--- config.mk ---
export PLATFORM = sky130hd
export DESIGN_NAME = pin_scan_sequencer
export DESIGN_NICKNAME = d
export VERILOG_FILES = /design/src/rtl/pin_scan_sequencer_pkg.sv /design/src/rtl/pin_scan_sequencer_bin_to_bcd3.sv /design/src/rtl/pin_scan_sequencer.sv
export SDC_FILE = /design/constraint.sdc
export NUM_CORES = 1
export LEC_CHECK = 0
export ABC_AREA = 0
export CORE_UTILIZATION = 25
export DETAILED_ROUTE_END_ITERATION = 8
export PLACE_DENSITY = 0.42
export SYNTH_ARGS = -nofsm -noshare
export SYNTH_HDL_FRONTEND = slang
export SYNTH_HIERARCHICAL = 1
export SYNTH_SLANG_ARGS = --single-unit
export TNS_END_PERCENT = 5
--- constraint.sdc ---
create_clock -name clk_i -period 5.2 [get_ports clk_i]
set_input_delay 1.04 -clock clk_i [delete_from_list [all_inputs] [get_ports clk_i]]
set_output_delay 1.04 -clock clk_i [all_outputs]
set_load 0.01 [all_outputs]
--- src/rtl/pin_scan_sequencer_pkg.sv ---
// pin_scan_pkg: FSM state encoding, ASCII constants and message length for pin_scan_sequencer.
package pin_scan_pkg;
  typedef logic [2:0] state_t;
  localparam state_t S_IDLE  = 3'd0;
  localparam state_t S_DRIVE = 3'd1;
  localparam state_t S_EMIT  = 3'd2;
  localparam state_t S_HOLD  = 3'd3;
  localparam state_t S_NEXT  = 3'd4;
  localparam logic [7:0] CHAR_P  = 8'h50;
  localparam logic [7:0] ASCII_0 = 8'h30;
  localparam logic [7:0] CR      = 8'h0D;
  localparam logic [7:0] LF      = 8'h0A;
  localparam int MSG_LEN = 6;
endpackage

--- src/rtl/pin_scan_sequencer_bin_to_bcd3.sv ---
// bin_to_bcd3: sequential repeated-subtraction binary to 3-digit BCD; at most 19 cycles for inputs up to 999.
module bin_to_bcd3 #(
  parameter int IDX_W = 10
) (
  input  logic             clk_i,
  input  logic             rst_i,
  input  logic             start_i,
  input  logic [IDX_W-1:0] bin_i,
  output logic             busy_o,
  output logic             done_o,
  output logic [3:0]       hund_o,
  output logic [3:0]       tens_o,
  output logic [3:0]       ones_o
);
  // at least 10 bits so the 100/10 constants always fit
  localparam int RW = (IDX_W > 10) ? IDX_W : 10;
  logic [RW-1:0] rem_q;
  logic [3:0]    hund_q, tens_q;
  logic          busy_q, done_q;
  always_ff @(posedge clk_i) begin
    if (rst_i) begin
      rem_q  <= '0;
      hund_q <= '0;
      tens_q <= '0;
      busy_q <= 1'b0;
      done_q <= 1'b0;
    end else if (start_i) begin
      rem_q  <= RW'(bin_i);
      hund_q <= '0;
      tens_q <= '0;
      busy_q <= 1'b1;
      done_q <= 1'b0;
    end else if (busy_q) begin
      if (rem_q >= RW'(100)) begin
        rem_q  <= rem_q - RW'(100);
        hund_q <= hund_q + 4'd1;
      end else if (rem_q >= RW'(10)) begin
        rem_q  <= rem_q - RW'(10);
        tens_q <= tens_q + 4'd1;
      end else begin
        busy_q <= 1'b0;
        done_q <= 1'b1;
      end
    end
  end
  assign busy_o = busy_q;
  assign done_o = done_q;
  assign hund_o = hund_q;
  assign tens_o = tens_q;
  assign ones_o = rem_q[3:0];
endmodule

--- src/rtl/pin_scan_sequencer.sv ---
// pin_scan_sequencer: walks an active level across NUM_PINS pins and sends "Pddd\r\n" per pin over valid/ready.
// Define PIN_SCAN_WALK_ZERO_EN for walking-zero pins (idle high); default is walking-one.
module pin_scan_sequencer
  import pin_scan_pkg::*;
#(
  parameter int          NUM_PINS    = 64,
  parameter logic [31:0] HOLD_CYCLES = 32'd2500000,
  parameter int          IDX_W       = 10
) (
  input  logic                clk_i,
  input  logic                rst_i,
  input  logic                enable_i,
  input  logic                tx_ready_i,
  output logic                tx_valid_o,
  output logic [7:0]          tx_byte_o,
  output logic [NUM_PINS-1:0] pins_o,
  output logic [IDX_W-1:0]    pin_idx_o,
  output logic                scan_active_o
);
  state_t             state_q, state_d;
  logic [IDX_W-1:0]   idx_q, idx_d;
  logic [2:0]         cnt_q, cnt_d;
  logic [31:0]        hold_q, hold_d;
  logic               bcd_busy, bcd_done;
  logic [3:0]         hund, tens, ones;
  logic [7:0]         byte_sel;
  logic [NUM_PINS-1:0] hot;
  logic               xfer;

  bin_to_bcd3 #(.IDX_W(IDX_W)) u_bcd (
    .clk_i  (clk_i),
    .rst_i  (rst_i),
    .start_i(state_q == S_DRIVE),
    .bin_i  (idx_q),
    .busy_o (bcd_busy),
    .done_o (bcd_done),
    .hund_o (hund),
    .tens_o (tens),
    .ones_o (ones)
  );

  // 'P' needs no digits, so it goes out while the converter is still working
  assign tx_valid_o = (state_q == S_EMIT) && (cnt_q == 3'd0 || (bcd_done && !bcd_busy));
  assign xfer       = tx_valid_o && tx_ready_i;
  assign byte_sel   = (cnt_q == 3'd0) ? CHAR_P :
                      (cnt_q == 3'd1) ? ASCII_0 + {4'h0, hund} :
                      (cnt_q == 3'd2) ? ASCII_0 + {4'h0, tens} :
                      (cnt_q == 3'd3) ? ASCII_0 + {4'h0, ones} :
                      (cnt_q == 3'd4) ? CR : LF;
  assign tx_byte_o  = tx_valid_o ? byte_sel : 8'h00;
  assign hot        = (state_q == S_EMIT || state_q == S_HOLD) ? (NUM_PINS'(1) << idx_q) : '0;
`ifdef PIN_SCAN_WALK_ZERO_EN
  assign pins_o = ~hot;
`else
  assign pins_o = hot;
`endif
  assign pin_idx_o     = idx_q;
  assign scan_active_o = state_q != S_IDLE;

  always_comb begin
    state_d = state_q;
    idx_d   = idx_q;
    cnt_d   = cnt_q;
    hold_d  = hold_q;
    case (state_q)
      S_IDLE: if (enable_i) begin
        state_d = S_DRIVE;
        idx_d   = '0;
      end
      S_DRIVE: begin
        state_d = S_EMIT;
        cnt_d   = '0;
      end
      S_EMIT: if (xfer) begin
        cnt_d = cnt_q + 3'd1;
        if (cnt_q == 3'(MSG_LEN - 1)) begin
          state_d = S_HOLD;
          hold_d  = '0;
        end
      end
      S_HOLD: begin
        state_d = (hold_q == HOLD_CYCLES - 32'd1) ? S_NEXT : S_HOLD;
        hold_d  = (hold_q == HOLD_CYCLES - 32'd1) ? 32'd0 : hold_q + 32'd1;
      end
      S_NEXT: begin
        state_d = enable_i ? S_DRIVE : S_IDLE;
        idx_d   = !enable_i ? idx_q : (idx_q == IDX_W'(NUM_PINS - 1)) ? '0 : idx_q + 1'b1;
      end
      default: state_d = S_IDLE;
    endcase
  end

  always_ff @(posedge clk_i) begin
    if (rst_i) begin
      state_q <= S_IDLE;
      idx_q   <= '0;
      cnt_q   <= '0;
      hold_q  <= '0;
    end else begin
      state_q <= state_d;
      idx_q   <= idx_d;
      cnt_q   <= cnt_d;
      hold_q  <= hold_d;
    end
  end
endmodule

==> run metrics <==
WP data arrival=2650 ps; synth unique cells=79; Placed Cells=872; Final ANT Viol Nets=0; Most used DFF post-synth=dfxtp_1; RSZ-0062 raised after global routing=false; clock sink count=between 60 and 70; largest net degree at the start of global routing=38; Area Growth Syn to Fin=30.1%; Post-synth ARST share=0%; Synth Area in Simple Gates=37.8%; Via density=4.85; Final setup viols=0; normalized max-slew margin=51.2%; Total Power=1360 µW; Leak=0.00194 µW; Synth Cell Area=4380 µm²; synthesis-stage register bit count=68; final antenna diode count=0; gpl congestion=0.838; upper clock frequency limit=0.271 GHz; measured slew at the worst slew-check pin=about 730 ps; via count=4307; Final Hold Fails=0; PostCTS Resize Cnt=0; hold buffers post-CTS=0; Worst-Skew Late Latency=340 ps; Critical Path Start Type=register; register area=1360 µm²; CTS H-tree depth=3; fill cell count=approximately 1800; worst vdd ir=between 0.1 and 0.15 mV; Power Dens Cells=around 240 nW/µm²; critical path class=reg2out; Die W=134 µm; average size of a mapped cell=7.52 µm²; RR Startpoint=state_q[2]; global-route wire length before repair=21.3 mm; status=finished, final reports clean; layout cells sized above 1=between 6 and 7%; root buffer cell=clkbuf_16; Cell Rows=48; CORE AREA=17200 µm²; Synth warnings=6; hold depth=2; Critical Path End Type=primary output; fin util=33.1%; Post-synth EDFFs=0; die area=between 15000 and 20000 µm²; part of the cycle the worst path needs=between 70% and 80%; Setup Fix Bufs, Post-CTS=0; post-synthesis xor/xnor area fraction=6.79%; CTS Buf Count=9; Seq/Total Area, Yosys=between 30% and 40%; Worst Hold Class=reg2reg; number of max-cap violations=0; initial antenna violation count=0; maximum buffer depth of the clock tree=2; Multi-input gate area=2830 µm²; CTS tree=built; Worst Hold Slack=479 ps; Non-Filler Instances=888; DPL Wire Length=a little under 10 mm; Post-Syn Nets=601; drt first pass iters=4; Initial Util=25.4%; largest family of logic cells by synthesized area=simple AND/OR/NAND/NOR gates; post-synthesis compound-gate area fraction=14.1%; Final Skew=~7.8 ps; mux cell area share after synthesis=1.40%; Worst-path clk slew=60 ps; cell taking the most area after synthesis=dfxtp_1; drt drc=0; input/output buffers=86; Nets=676; FF-to-FF path depth=6; GRT Total Usage=15.0%; top cells by area, synth=dfxtp_1 (31%), nor2_1 (13%), xor2_1 (5.6%), ha_1 (4.0%), nand4_1 (3.3%); Die Y=134 µm; Post-Synth Adder-Cell Area=4.00%; vias in the first global route=4102; crit path time final=3690 ps; Worst R2R Setup Slack=2760 ps; Post-Syn Instances=between 500 and 600; Slew Limit Fails=0; starting DRC count in detailed routing=around 250; final global-route overflow total=0; DR WL/cell=14.8 µm; worst reg2reg path endpoint=u_bcd/rem_q[4]; CP Max Fanout=15; Routed WL=13.1 mm; IO Pins=88; WHS Endpoint=u_bcd/done_o; worst path required time=4160 ps; hold path startpoint=u_bcd/done_o; Yosys top cell area share=31.1%; post-route setup TNS=0 ps
## final cells by class
cell class	instances	share of cell area, %
multi-input combinational	474	49.5
sequential	68	23.9
timing repair buffer	90	15.6
tap	225	4.93
clock buffer	11	4.43
inverter	15	0.987
clock inverter	5	0.636
## cell usage after synthesis (2+ instances only)
cell type and n:
o21ai_1 2, xnor2_1 6, nand3_2 2, nand3b_1 6, nand4b_1 2, inv_1 14, o21ai_0 14, buf_2 7
buf_6 2, and2_1 4, and3_1 6, ha_1 14, xor2_1 28, nand3_1 23, a21boi_0 2, nand2b_1 7
nor2_1 154, or3_1 5, o22ai_1 5, nand2_1 36, nor3b_1 3, nor4_1 5, mux2i_1 5, and2_2 2
dfxtp_1 68, a31oi_1 4, a21o_1 2, clkbuf_1 11, o31ai_1 2, and4_1 2, o21a_1 2, a21oi_1 25
nand4_1 23, a211oi_1 7, nor2b_1 4, a311oi_1 3, nor3_1 24, buf_4 5, or4_1 7
## layout by cell type (no fill, tap or decap), types with 7 or more instances in the layout
cell type,netlist,layout
nor2_1,154,154
clkdlybuf4s50_1,0,86
dfxtp_1,68,68
nand2_1,36,36
xor2_1,28,28
a21oi_1,25,25
nor3_1,24,24
nand3_1,23,23
nand4_1,23,23
inv_1,14,14
o21ai_0,14,14
ha_1,14,14
clkbuf_16,0,9
nand2b_1,7,7
a211oi_1,7,7
or4_1,7,7
## report_power, final
group / total (µW) / switching (µW) / internal [µW]
Clock: 582 / 234 / 348
Sequential: 563 / 26.1 / 536
Combinational: 218 / 134 / 84.8
## state kept, by name (all words and copies together), names as in the netlist
| register | count |
|---|---|
| cnt_q | 3 |
| hold_q | 32 |
| pin_idx_o | 10 |
| state_q | 3 |
| u_bcd/busy_o | 1 |
| u_bcd/done_o | 1 |
| u_bcd/hund_o | 4 |
| u_bcd/rem_q | 10 |
| u_bcd/tens_o | 4 |
## cell families (layout without fill, tap and decap cells)
kind of cell	Yosys count	count (layout)
AO/OA/AOI/OAI	87	87
XOR/XNOR	34	34
adder cells (fa/ha/maj)	14	14
buffers and inverters	41	121
flip-flops	68	68
multiplexers	6	6
other	1	1
AND/OR/NAND/NOR	332	332
## routing by layer
layer,wire length (µm),up-vias,track usage [%]
met4,183,0,5.43
met2,6560,59,25.4
met3,339,14,3.33
li1,-,2206,-
met1,6060,2028,18.5
met5,0,-,0
## metrics by stage
step	instance area [µm²]	worst slack, ps
floorplan	4380	2390
global placement	5420	1870
global route	5710	1280
CTS	5710	1460
detailed placement	5420	1850
finish	5710	1510
## critical path, stage by stage (launching register included)
cell and delay [ps]:
dfxtp_1 450, or3b_2 550, a21oi_1 290, nand2_1 230, nor3_1 240, clkdlybuf4s50_1 560
## worst max-delay path by stage
stage	from	to	cells after the start
finish	state_q[2]	tx_byte_o[2]	5
global placement	state_q[2]	tx_byte_o[2]	5
floorplan	state_q[0]	tx_byte_o[0]	5
detailed placement	state_q[2]	tx_byte_o[2]	5
CTS	state_q[2]	tx_byte_o[2]	5
global route	state_q[2]	tx_byte_o[2]	5
(Power assumes the default switching activity.)
